===== src/rtl/proc_sequencer.sv =====
// Control sequencer for a simple multi-cycle processor datapath: fetches an instruction word,
// then steps through up to three execute cycles that drive the bus, register and ALU controls.
module proc_sequencer #(
  parameter int unsigned NREG = 8
) (
  input  logic            clk,
  input  logic            reset,
  input  logic            run_i,
  input  logic [15:0]     din_i,
  output logic [3:0]      bus_sel_o,
  output logic [NREG-1:0] reg_en_o,
  output logic            a_en_o,
  output logic            g_en_o,
  output logic [1:0]      alu_op_o,
  output logic            done_o,
  output logic            illegal_o,
  output logic [15:0]     retired_o
);

  localparam logic [3:0] BusDin  = 4'd8;
  localparam logic [3:0] BusG    = 4'd9;
  localparam logic [3:0] BusNone = 4'd15;

  localparam logic [2:0] OpMv  = 3'b000;
  localparam logic [2:0] OpMvi = 3'b001;
  localparam logic [2:0] OpAdd = 3'b010;
  localparam logic [2:0] OpSub = 3'b011;
  localparam logic [2:0] OpAnd = 3'b100;

  localparam logic [1:0] AluAdd  = 2'd0;
  localparam logic [1:0] AluSub  = 2'd1;
  localparam logic [1:0] AluAnd  = 2'd2;
  localparam logic [1:0] AluPass = 2'd3;

  typedef enum logic [1:0] {StT0, StT1, StT2, StT3} state_e;

  state_e          state_q, state_d;
  logic [15:0]     ir_q, ir_d;
  logic [15:0]     retired_q, retired_d;
  logic [2:0]      op, rx, ry;
  logic [NREG-1:0] rx_onehot;

  assign op        = ir_q[15:13];
  assign rx        = ir_q[12:10];
  assign ry        = ir_q[9:7];
  assign rx_onehot = NREG'(1) << rx;
  assign retired_o = retired_q;

  always_comb begin
    state_d   = state_q;
    ir_d      = ir_q;
    bus_sel_o = BusNone;
    reg_en_o  = '0;
    a_en_o    = 1'b0;
    g_en_o    = 1'b0;
    alu_op_o  = AluPass;
    done_o    = 1'b0;
    illegal_o = 1'b0;

    unique case (state_q)
      StT0: begin
        if (run_i) begin
          bus_sel_o = BusDin;
          ir_d      = din_i;
          state_d   = StT1;
        end
      end
      StT1: begin
        state_d = StT0;
        unique case (op)
          OpMv: begin
            bus_sel_o = {1'b0, ry};
            reg_en_o  = rx_onehot;
            done_o    = 1'b1;
          end
          OpMvi: begin
            bus_sel_o = BusDin;
            reg_en_o  = rx_onehot;
            done_o    = 1'b1;
          end
          OpAdd, OpSub, OpAnd: begin
            bus_sel_o = {1'b0, rx};
            a_en_o    = 1'b1;
            state_d   = StT2;
          end
          default: begin
            done_o    = 1'b1;
            illegal_o = 1'b1;
          end
        endcase
      end
      StT2: begin
        bus_sel_o = {1'b0, ry};
        g_en_o    = 1'b1;
        state_d   = StT3;
        unique case (op)
          OpSub:   alu_op_o = AluSub;
          OpAnd:   alu_op_o = AluAnd;
          default: alu_op_o = AluAdd;
        endcase
      end
      StT3: begin
        bus_sel_o = BusG;
        reg_en_o  = rx_onehot;
        done_o    = 1'b1;
        state_d   = StT0;
      end
      default: state_d = StT0;
    endcase

    // Saturating count of legal completions.
    retired_d = retired_q;
    if (done_o && !illegal_o && (retired_q != 16'hFFFF)) begin
      retired_d = retired_q + 16'd1;
    end
  end

  always_ff @(posedge clk or posedge reset) begin
    if (reset) begin
      state_q   <= StT0;
      ir_q      <= '0;
      retired_q <= '0;
    end else begin
      state_q   <= state_d;
      ir_q      <= ir_d;
      retired_q <= retired_d;
    end
  end

endmodule


===== config.mk =====
export PLATFORM = sky130hd
export DESIGN_NAME = proc_sequencer
export DESIGN_NICKNAME = d
export VERILOG_FILES = /design/src/rtl/proc_sequencer.sv
export SDC_FILE = /design/constraint.sdc
export NUM_CORES = 1
export LEC_CHECK = 0
export ABC_CLOCK_PERIOD_IN_PS = 5300
export BUFFER_PORTS_ARGS = -buffer_cell sky130_fd_sc_hd__buf_2
export CELL_PAD_IN_SITES_DETAIL_PLACEMENT = 1
export CELL_PAD_IN_SITES_GLOBAL_PLACEMENT = 2
export CORE_UTILIZATION = 31
export DETAILED_ROUTE_END_ITERATION = 16
export GPL_ROUTABILITY_DRIVEN = 0
export GPL_TIMING_DRIVEN = 0
export PLACE_DENSITY = 0.89
export SETUP_SLACK_MARGIN = 0.1
export SKIP_LAST_GASP = 1
export SLEW_MARGIN = 20
export SYNTH_ARGS = -nofsm -noshare
export SYNTH_HDL_FRONTEND = slang
export SYNTH_SLANG_ARGS = --single-unit

===== constraint.sdc =====
create_clock -name clk -period 5.3 [get_ports clk]
set_input_delay 0.265 -clock clk [delete_from_list [all_inputs] [get_ports clk]]
set_output_delay 0.265 -clock clk [all_outputs]
set_load 0.01 [all_outputs]

==> results of run 1 <==
## sequential cells by signal, indices dropped and copies added (netlist names), named ones only
name / flops
state_q: 1
ir_q: 9
retired_o: 16
## synthesized netlist by cell type, types with 3 or more instances
cell type	n	area (um2)
xor2_1	15	131.4
nand2_1	14	52.55
nand2b_1	3	18.77
dfrtp_1	27	675.7
nor3_1	4	20.02
nor2_1	13	48.80
mux2_2	10	112.6
a2111oi_0	3	26.28
a211oi_1	7	52.55
nand4_1	3	18.77
clkbuf_1	6	22.52
o21ai_0	4	20.02
nor2b_1	5	31.28
or2_2	4	25.02
a21oi_1	5	25.02
## final timing paths
| kind | start | to | slack [ps] | cells past startpoint |
|---|---|---|---|---|
| setup / recovery | flop | reg_en_o[3] | 2760 | 5 |
| hold / removal | reset | retired_o[12] | 30 | 2 |
| setup reg to reg | flop | retired_o[11] | 3150 | 5 |
| hold reg to reg | retired_o[15] | retired_o[15] | 510 | 1 |
| max in group asynchronous | reset | retired_o[9] | 4870 | 2 |
| min in group clk | din_i[7] | ir_q[7] | 210 | 2 |
## worst reg2reg max path, delay by kind of cell, from the launching register on
| family | cells | cell delay [ps] |
|---|---|---|
| AOI/OAI and AO/OA | 2 | 860 |
| buffers and inverters | 2 | 640 |
| DFF | 1 | 370 |
| xor gates and xnor gates | 1 | 170 |
## through the flow
| step | util | power [mW] | setup slack [ps] |
|---|---|---|---|
| after detailed placement | 0.3958 | 0.7260 | 3079 |
| after floorplan | - | 0.5869 | 3406 |
| final | 0.4061 | 0.8384 | 2764 |
| after CTS | 0.4061 | 0.8496 | 2753 |
| after global placement | 0.3958 | 0.7140 | 3073 |
| after global routing | 0.4061 | 0.9136 | 2522 |
## cell type report
class	count	area (um2)	share of cell area
multi-input cells	111	779.5	0.4261
well taps	52	65.06	0.03557
flip-flops and latches	27	675.6	0.3694
clock inverters	1	5.005	0.002736
repair buffers	45	225.2	0.1231
inverters	2	7.507	0.004104
clock buffers	3	41.29	0.02257
plain buffers	7	30.03	0.01642
## power breakdown
part | internal [mW] | total [mW] | switching (mW)
clock | 0.0528 | 0.120 | 0.0673
combinational | 0.163 | 0.372 | 0.209
sequential | 0.266 | 0.347 | 0.0806
total | 0.482 | 0.838 | 0.357
## metal layers
layer / up-vias / share of wire / global-route usage / wire length (um)
li1: 627 / - / - / -
met4: 0 / 0.0071 / 0.02667 / 27
met1: 624 / 0.45 / 0.2175 / 1718
met2: 32 / 0.50 / 0.2741 / 1907
met3: 4 / 0.040 / 0.03376 / 152
met5: - / 0 / 0 / 0
## cell families (layout without fill, tap and decap cells)
group,after synthesis,after routing,synth area share
muxes,10,10,0.07544
xor gates and xnor gates,15,15,0.08802
AOI/OAI and AO/OA,27,27,0.1324
buffers and inverters,9,58,0.02515
adders and majority gates,1,1,0.008381
DFF,27,27,0.4526
and+or+nand+nor,58,58,0.2179
==> impl_metrics.ini, run 1 <==
[status]
outcome = finished with violations
violations = DRC

[setup_path]
cp.required_ps = 5040
worstPathCellList = clkbuf_1 -> o21ai_1 -> clkbuf_1 -> nor3_1 -> buf_2
slowest_stage = o21ai_1
critPathKind = flop to primary output
crit_path_end_kind = primary output
crit_buf_inv = 3
crit_top_cell = clkbuf_1
worst_path_dominant_cell_family = buffers and inverters
cp.arrival_ps = 2270
startpoint_type = flop
crit_fanout = 10
max_stage_delay_ps = 730

[clock_network]
cts_buffer_depth = 2
postCtsSetupRepairBufs = 0
clock_sinks = 27
cts_buffers = 3
path_clk_slew_ps = 100
clk_latency_ps = 280
cts.repair.resized = 0
cts_tree = yes
cts-root-buf = clkbuf_8
htreeDepth = 1
cts_hold_buf = 0

[floorplan]
row_count = 24
die_area_um2 = 5097
die_w_um = 71.39
initial_utilization = 0.3314
core_area_um2 = 4504
die_h_um = 71.39
io-pin-count = 53

[placement]
placedInstanceArea_um2 = 1783
hpwl_um = 2840
port_buffers = 45
placed_cells = 244

[finish]
antenna_cells = 0
instances_no_fill = 248
areaGrowthSynthToFinish_pct = 22.55
layout_common_cells = buf_2 (45), dfrtp_1 (27), xor2_1 (15)
final_common_cell = buf_2
fill_cells = 560
design_area_um2 = 1829
nets = 217
drive_above_1_share = 0.3673

[sta]
fin_worst_skew_ps = 7.573
report.final.hold_viol_count = 0
slew_headroom = 0.4232
period_share = 0.4784
tns_ps = 0
max_freq_mhz = 394.4
worst_pin_slew_ps = 859.4
drv_slew = 0
fin_crit_ps = 2536
hold_ws_ps = 29.03
rsz0062_at_grt = false
setup_viol = 0

[synth]
synth_seq_area_share = 0.4526
syn-instance-count = 147
ys.flop_type = dfrtp_1
ys_types = 33
synth.avg_cell_area_um2 = 10.15
yosys_warnings = 0
async_flop_share = 1.000
netlist_area_um2 = 1493
postSynthNetCount = 167
synth-edff-count = 0
synth_seq_cells = 27

[power]
p_leak_nw = 0.9011
ir_drop_mv = 0.1485
cellPowerDensity_nw_per_um2 = 458.3

[hold_path]
hold_class = input port to async pin

[detailed_routing]
wl_um = 3806
drt_iter0_markers = 58
wire_per_inst_um = 15.35
via_per_inst = 5.190
ant_nets = 0
num_vias = 1287
drcViolationCount = 3
firstDrtPassIters = 10

[global_routing]
grt_overflow_total = 0
antenna_found_initial = 0
grt_pass1_vias = 1360
grt_max_degree = 28
grt_usage = 0.1620
grt_first_pass_wirelength_um = 6568

[flow_run]
max_cap_violations = 0
Note: power is estimated with default switching activity, not from simulation.
==> inputs of run 2 (changes only) <==
Settings changed: ABC_AREA set to 1, ABC_CLOCK_PERIOD_IN_PS 5300 to 2170, CORE_UTILIZATION 31 to 24, PLACE_DENSITY 0.89 to 0.81.
Clock period 5.3 ns to 2.17 ns, I/O delays scaled along.
==> run 2 against run 1 <==
The flow now finishes without violations. Routed wire length up 23%. Clock power up 150%. Total power rose to 2.7 times the previous value. Critical path depth up 1. Critical endpoint is now bus_sel_o[2]. Register-to-register slack worse by 2700 ps. First-iteration DRC count down 12%. Highest routed layer unchanged.
==> impl_metrics.ini, run 2 <==
[synth]
netlist_area_um2 = 1715
synth_seq_cells = 27
syn-instance-count = 254
synth_seq_area_share = 0.3939
yosys_warnings = 0
ys.flop_type = dfrtp_1
synth.most_common_cell = nand2_1
synth_common_cells = nand2_1 (97), nor2_1 (40), dfrtp_1 (27), inv_1 (27), a21oi_1 (9)
synth_top_family_by_area = simple AND/OR/NAND/NOR gates
ys_types = 26
synth_xor_area_frac = 0.03063
synth_simple_gate_area_frac = 0.3917
synthMuxAreaShare = 0.01313
synth_top_area_frac = 0.3939
synth_compound_area_frac = 0.07148
ys_top_cells_by_area = dfrtp_1 (39%), nand2_1 (21%), nor2_1 (8.8%), inv_1 (5.9%), a21oi_1 (2.6%)
synth_top_cell_by_area = dfrtp_1
postSynthNetCount = 274
synth_adder_area_share = 0.007294
synth-edff-count = 0
synth.avg_cell_area_um2 = 6.754
async_flop_share = 1.000

[sta]
worst_pin_slew_ps = 583.3
fin_worst_skew_ps = 4.350
slew_headroom = 0.6106
rsz0062_at_grt = false
worst_slack_ps = 396.4
fin_crit_ps = 1774
setup_viol = 0
report.final.hold_viol_count = 0
drv_slew = 0
period_share = 0.8173
max_freq_mhz = 563.8
tns_ps = 0

[setup_path]
regToRegSetupSlack_ps = 480
crit_path_end_kind = primary output
rr_startpoint = retired_o[0]
startpoint_type = flop
r2r_end = retired_o[3]
cp.required_ps = 2060
critPathKind = flop to primary output
max_stage_delay_ps = 410
crit_top_cell = nand3_1
slowest_stage = dfrtp_1
crit_fanout = 5
worstPathCellList = nor2_1 -> nand2_1 -> o21ai_0 -> nand3_1 -> nand3_1 -> buf_2
ff2ff_path_depth = 9
cp.arrival_ps = 1670

[power]
ir_drop_mv = 0.2939
p_leak_nw = 1.135
power_frac_comb = 0.512
fin_total_pwr_mw = 2.253
swShare = 0.4669
p_clk_frac = 0.132
p_sw_mw = 1.052
cellPowerDensity_nw_per_um2 = 1064
internal_power_mw = 1.201
pwr-share-seq = 0.356

[hold_path]
min_path_cells = 2
worstHoldStart = din_i[7]
hold_class = input port to flop
whs_endpoint = ir_q[7]

[detailed_routing]
wl_um = 4685
drt_iter0_markers = 51
firstDrtPassIters = 4
wire_per_inst_um = 11.71
drcViolationCount = 0
num_vias = 1732
ant_nets = 0
via_per_inst = 4.330

[floorplan]
die_w_um = 86.54
initial_utilization = 0.2511
row_count = 30
core_area_um2 = 6832
io-pin-count = 53
die_area_um2 = 7489
die_h_um = 86.54

[finish]
areaGrowthSynthToFinish_pct = 23.41
design_area_um2 = 2117
nets = 325
layout_common_cells = nand2_1 (97), buf_2 (46), nor2_1 (40)
antenna_cells = 0
largest_reg_flops = 16
drive_above_1_share = 0.2270
fill_cells = 933
final_common_cell = nand2_1

[placement]
hpwl_um = 3752
port_buffers = 45
dp_worst_setup_slack_ps = 470.7
placedInstanceArea_um2 = 2061

[flow_run]
max_cap_violations = 0

[clock_network]
path_clk_slew_ps = 100
clk_latency_ps = 270
htreeDepth = 1
cts_buffer_depth = 2
clock_sinks = 27
cts-root-buf = clkbuf_8
cts_tree = yes
cts_buffers = 3
postCtsSetupRepairBufs = 0

[status]
outcome = complete, no violations

[global_routing]
grt_overflow_total = 0
grt_first_pass_wirelength_um = 8176
grt_pass1_vias = 1759
grt_usage = 0.1371
grt_max_degree = 28
antenna_found_initial = 0
==> run 2: what timing repair did <==
| item | in CTS | in global routing |
|---|---|---|
| gates resized for setup | 0 | 0 |
| hold buffers | 0 | 1 |
| hold endpoints to repair | 0 | 27 |
==> run 2: cell families after synthesis <==
family / Yosys count
buffers and inverters: 37
and+or+nand+nor: 160
adders and majority gates: 1
muxes: 2
AOI/OAI and AO/OA: 21
DFF: 27
xor gates and xnor gates: 6
==> run 2: layer usage <==
metal | wire, um | GRT usage | share of wire | vias to the layer above
met2 | 2260 | 0.2316 | 0.48 | 24
met5 | 0 | 0 | 0 | -
met3 | 110 | 0.01238 | 0.023 | 2
met1 | 2270 | 0.1866 | 0.48 | 820
met4 | 43 | 0.04091 | 0.0092 | 0
li1 | - | - | - | 886
==> run 2: stage by stage <==
stage,util,cells,hold WS [ps]
2_1_floorplan,-,254,161.2
3_3_place_gp,0.3016,395,339.4
3_5_place_dp,0.3016,395,341.0
4_1_cts,0.3084,399,49.50
5_1_grt,0.3099,400,43.37
6_report,0.3099,400,48.95
==> run 2: critical path: cells and delay by family (launching register included) <==
family                 cells  cell delay (ps)
buffers and inverters      1              130
and+or+nand+nor            4              620
DFF                        1              410
AOI/OAI and AO/OA          1              240
==> run 2: cell type report <==
type                    count  area [um2]  area share
plain buffers               3       27.53     0.01300
flip-flops and latches     27       675.6      0.3191
inverters                  34       130.1     0.06147
multi-input cells         190       882.1      0.4167
clock buffers               3       41.29     0.01950
repair buffers             46       235.2      0.1111
well taps                  96       120.1     0.05674
clock inverters             1       5.005    0.002364
==> run 2: worst max path at each step <==
| stage | end | from | cells after the start | slack (ps) |
|---|---|---|---|---|
| after floorplan | retired_o[3] | retired_o[0] | 9 | 670 |
| after global placement | retired_o[4] | retired_o[0] | 9 | 520 |
| after detailed placement | retired_o[4] | retired_o[0] | 9 | 470 |
| after CTS | bus_sel_o[2] | ir_q[14] | 6 | 400 |
| after global routing | bus_sel_o[2] | ir_q[14] | 6 | 190 |
| final | bus_sel_o[2] | ir_q[14] | 6 | 400 |
==> run 2: power groups by stage <==
stage	Sequential, mW	Clock, mW	Combinational [mW]
after floorplan	0.794	0	0.786
after global placement	0.807	0	1.15
after detailed placement	0.816	0	1.17
after CTS	0.807	0.309	1.18
after global routing	0.830	0.329	1.32
final	0.802	0.297	1.15
==> inputs of run 3 (changes only) <==
Settings changed: ABC_CLOCK_PERIOD_IN_PS 2170 to 1500.
Clock period 2.17 ns to 1.5 ns, I/O delays scaled along.
==> run 3 against run 2 <==
The flow now finishes with violations (setup timing). Worst hold slack got worse by 36 ps. Largest power group unchanged. Combinational power increased by 110%. Cell count increased by 5.3%. Via count increased by 6.7%. Setup slack got worse by 470 ps. Critical endpoint is now bus_sel_o[1]. Sequential share of layout area decreased by 3.2 points. Non-clock buffer count increased by 21.
==> impl_metrics.ini, run 3 (synthesized netlist as in run 2, its figures left out) <==
[status]
outcome = finished with violations
violations = setup timing

[clock_network]
path_clk_slew_ps = 110
clock_sinks = 27
cts_buffer_depth = 2
htreeDepth = 1
cts-root-buf = clkbuf_8
cts_tree = yes
cts_buffers = 3
clk_latency_ps = 290

[floorplan]
die_h_um = 86.54
row_count = 30
die_area_um2 = 7489
io-pin-count = 53
die_w_um = 86.54
initial_utilization = 0.2511
core_area_um2 = 6832

[hold_path]
hold_class = input port to flop

[setup_path]
startpoint_type = flop
cp.required_ps = 1420
r2r_end = retired_o[5]
crit_end = bus_sel_o[1]
cp-startpoint = ir_q[14]
crit_fanout = 4
cp.arrival_ps = 1500
crit_path_end_kind = primary output
critPathKind = flop to primary output
regToRegSetupSlack_ps = 10
ff2ff_path_depth = 9
rr_startpoint = ir_q[15]

[placement]
port_buffers = 45
hpwl_um = 3845
placedInstanceArea_um2 = 2074

[detailed_routing]
num_vias = 1848
firstDrtPassIters = 4
drcViolationCount = 0
wl_um = 5254
via_per_inst = 4.390
ant_nets = 0
drt_iter0_markers = 56
wire_per_inst_um = 12.48

[global_routing]
grt_pass1_vias = 1872
grt_overflow_total = 0
antenna_found_initial = 0
grt_max_degree = 28
grt_usage = 0.1504
grt_first_pass_wirelength_um = 8825

[finish]
design_area_um2 = 2390
layout_common_cells = nand2_1 (94), buf_2 (46), nor2_1 (33)
nets = 346
antenna_cells = 0
areaGrowthSynthToFinish_pct = 39.31
final_common_cell = nand2_1
drive_above_1_share = 0.3508
largest_reg_flops = 16
fin_util = 0.3498

[sta]
setup_viol = 9
worst_slack_ps = -71.16
period_share = 1.047
drv_slew = 0
fin_worst_skew_ps = 7.273
rsz0062_at_grt = true
fin_crit_ps = 1571
worst_pin_slew_ps = 622.5
slew_headroom = 0.5844
max_freq_mhz = 636.5
report.final.hold_viol_count = 0
tns_ps = -239.5

[power]
p_leak_nw = 1.237
cellPowerDensity_nw_per_um2 = 1689
ir_drop_mv = 0.7072

[flow_run]
max_cap_violations = 0
## run 3: metrics by stage
stage / cells / hold slack, ps / power (mW) / worst slack [ps]
4_1_cts: 418 / 11.29 / 3.981 / -50.30
2_1_floorplan: 254 / 127.6 / 2.316 / 129.3
3_5_place_dp: 395 / 199.4 / 2.938 / 4.135
6_report: 421 / 13.11 / 4.037 / -71.16
5_1_grt: 421 / 5.078 / 4.377 / -154.4
3_3_place_gp: 395 / 307.6 / 2.891 / 35.26
## run 3: timing repair
| item | CTS | global route |
|---|---|---|
| endpoints found under the hold margin | 28 | 0 |
| setup endpoints to repair | 24 | 32 |
| resized for setup | 29 | 3 |
| setup buffers | 16 | 3 |
| hold buffers | 2 | 0 |
| pin swaps | 5 | 6 |
| cloned | 1 | 0 |
## run 3: worst min path at each step
stage                  start  slack [ps]  cells after the start       endpoint
finish              din_i[7]          10                      2        ir_q[7]
global route        din_i[7]           5                      2        ir_q[7]
CTS                 din_i[7]          10                      2        ir_q[7]
detailed placement     reset         200                      2  retired_o[15]
global placement    din_i[9]         310                      2        ir_q[9]
floorplan              reset         130                      1      async pin
## run 3: cell type report
type	count	area [um2]
Timing Repair Buffer	67	422.9
Buffer	3	31.28
Inverter	34	135.1
Clock buffer	3	41.29
Sequential cell	27	685.7
Fill cell	923	4442
Clock inverter	1	7.507
Multi-Input combinational cell	190	945.9
Tap cell	96	120.1
## run 3: power by group
| part | switching, mW | total (mW) | internal, mW |
|---|---|---|---|
| combinational | 1.31 | 2.40 | 1.09 |
| sequential | 0.224 | 1.17 | 0.949 |
| clock | 0.274 | 0.463 | 0.190 |
| total | 1.81 | 4.04 | 2.23 |
## run 3: critical path: stages (launching register included)
cell	delay (ps)
dfrtp_2	460
buf_4	150
inv_2	60
nor2_2	50
a21oi_4	160
o22ai_2	80
nand2_1	70
nand2_1	60
buf_2	130
## run 3: routing by layer
metal,share of wire,GRT usage
met5,0,0
met1,0.45,0.1974
met3,0.026,0.01429
met4,0.0099,0.03636
met2,0.51,0.2662
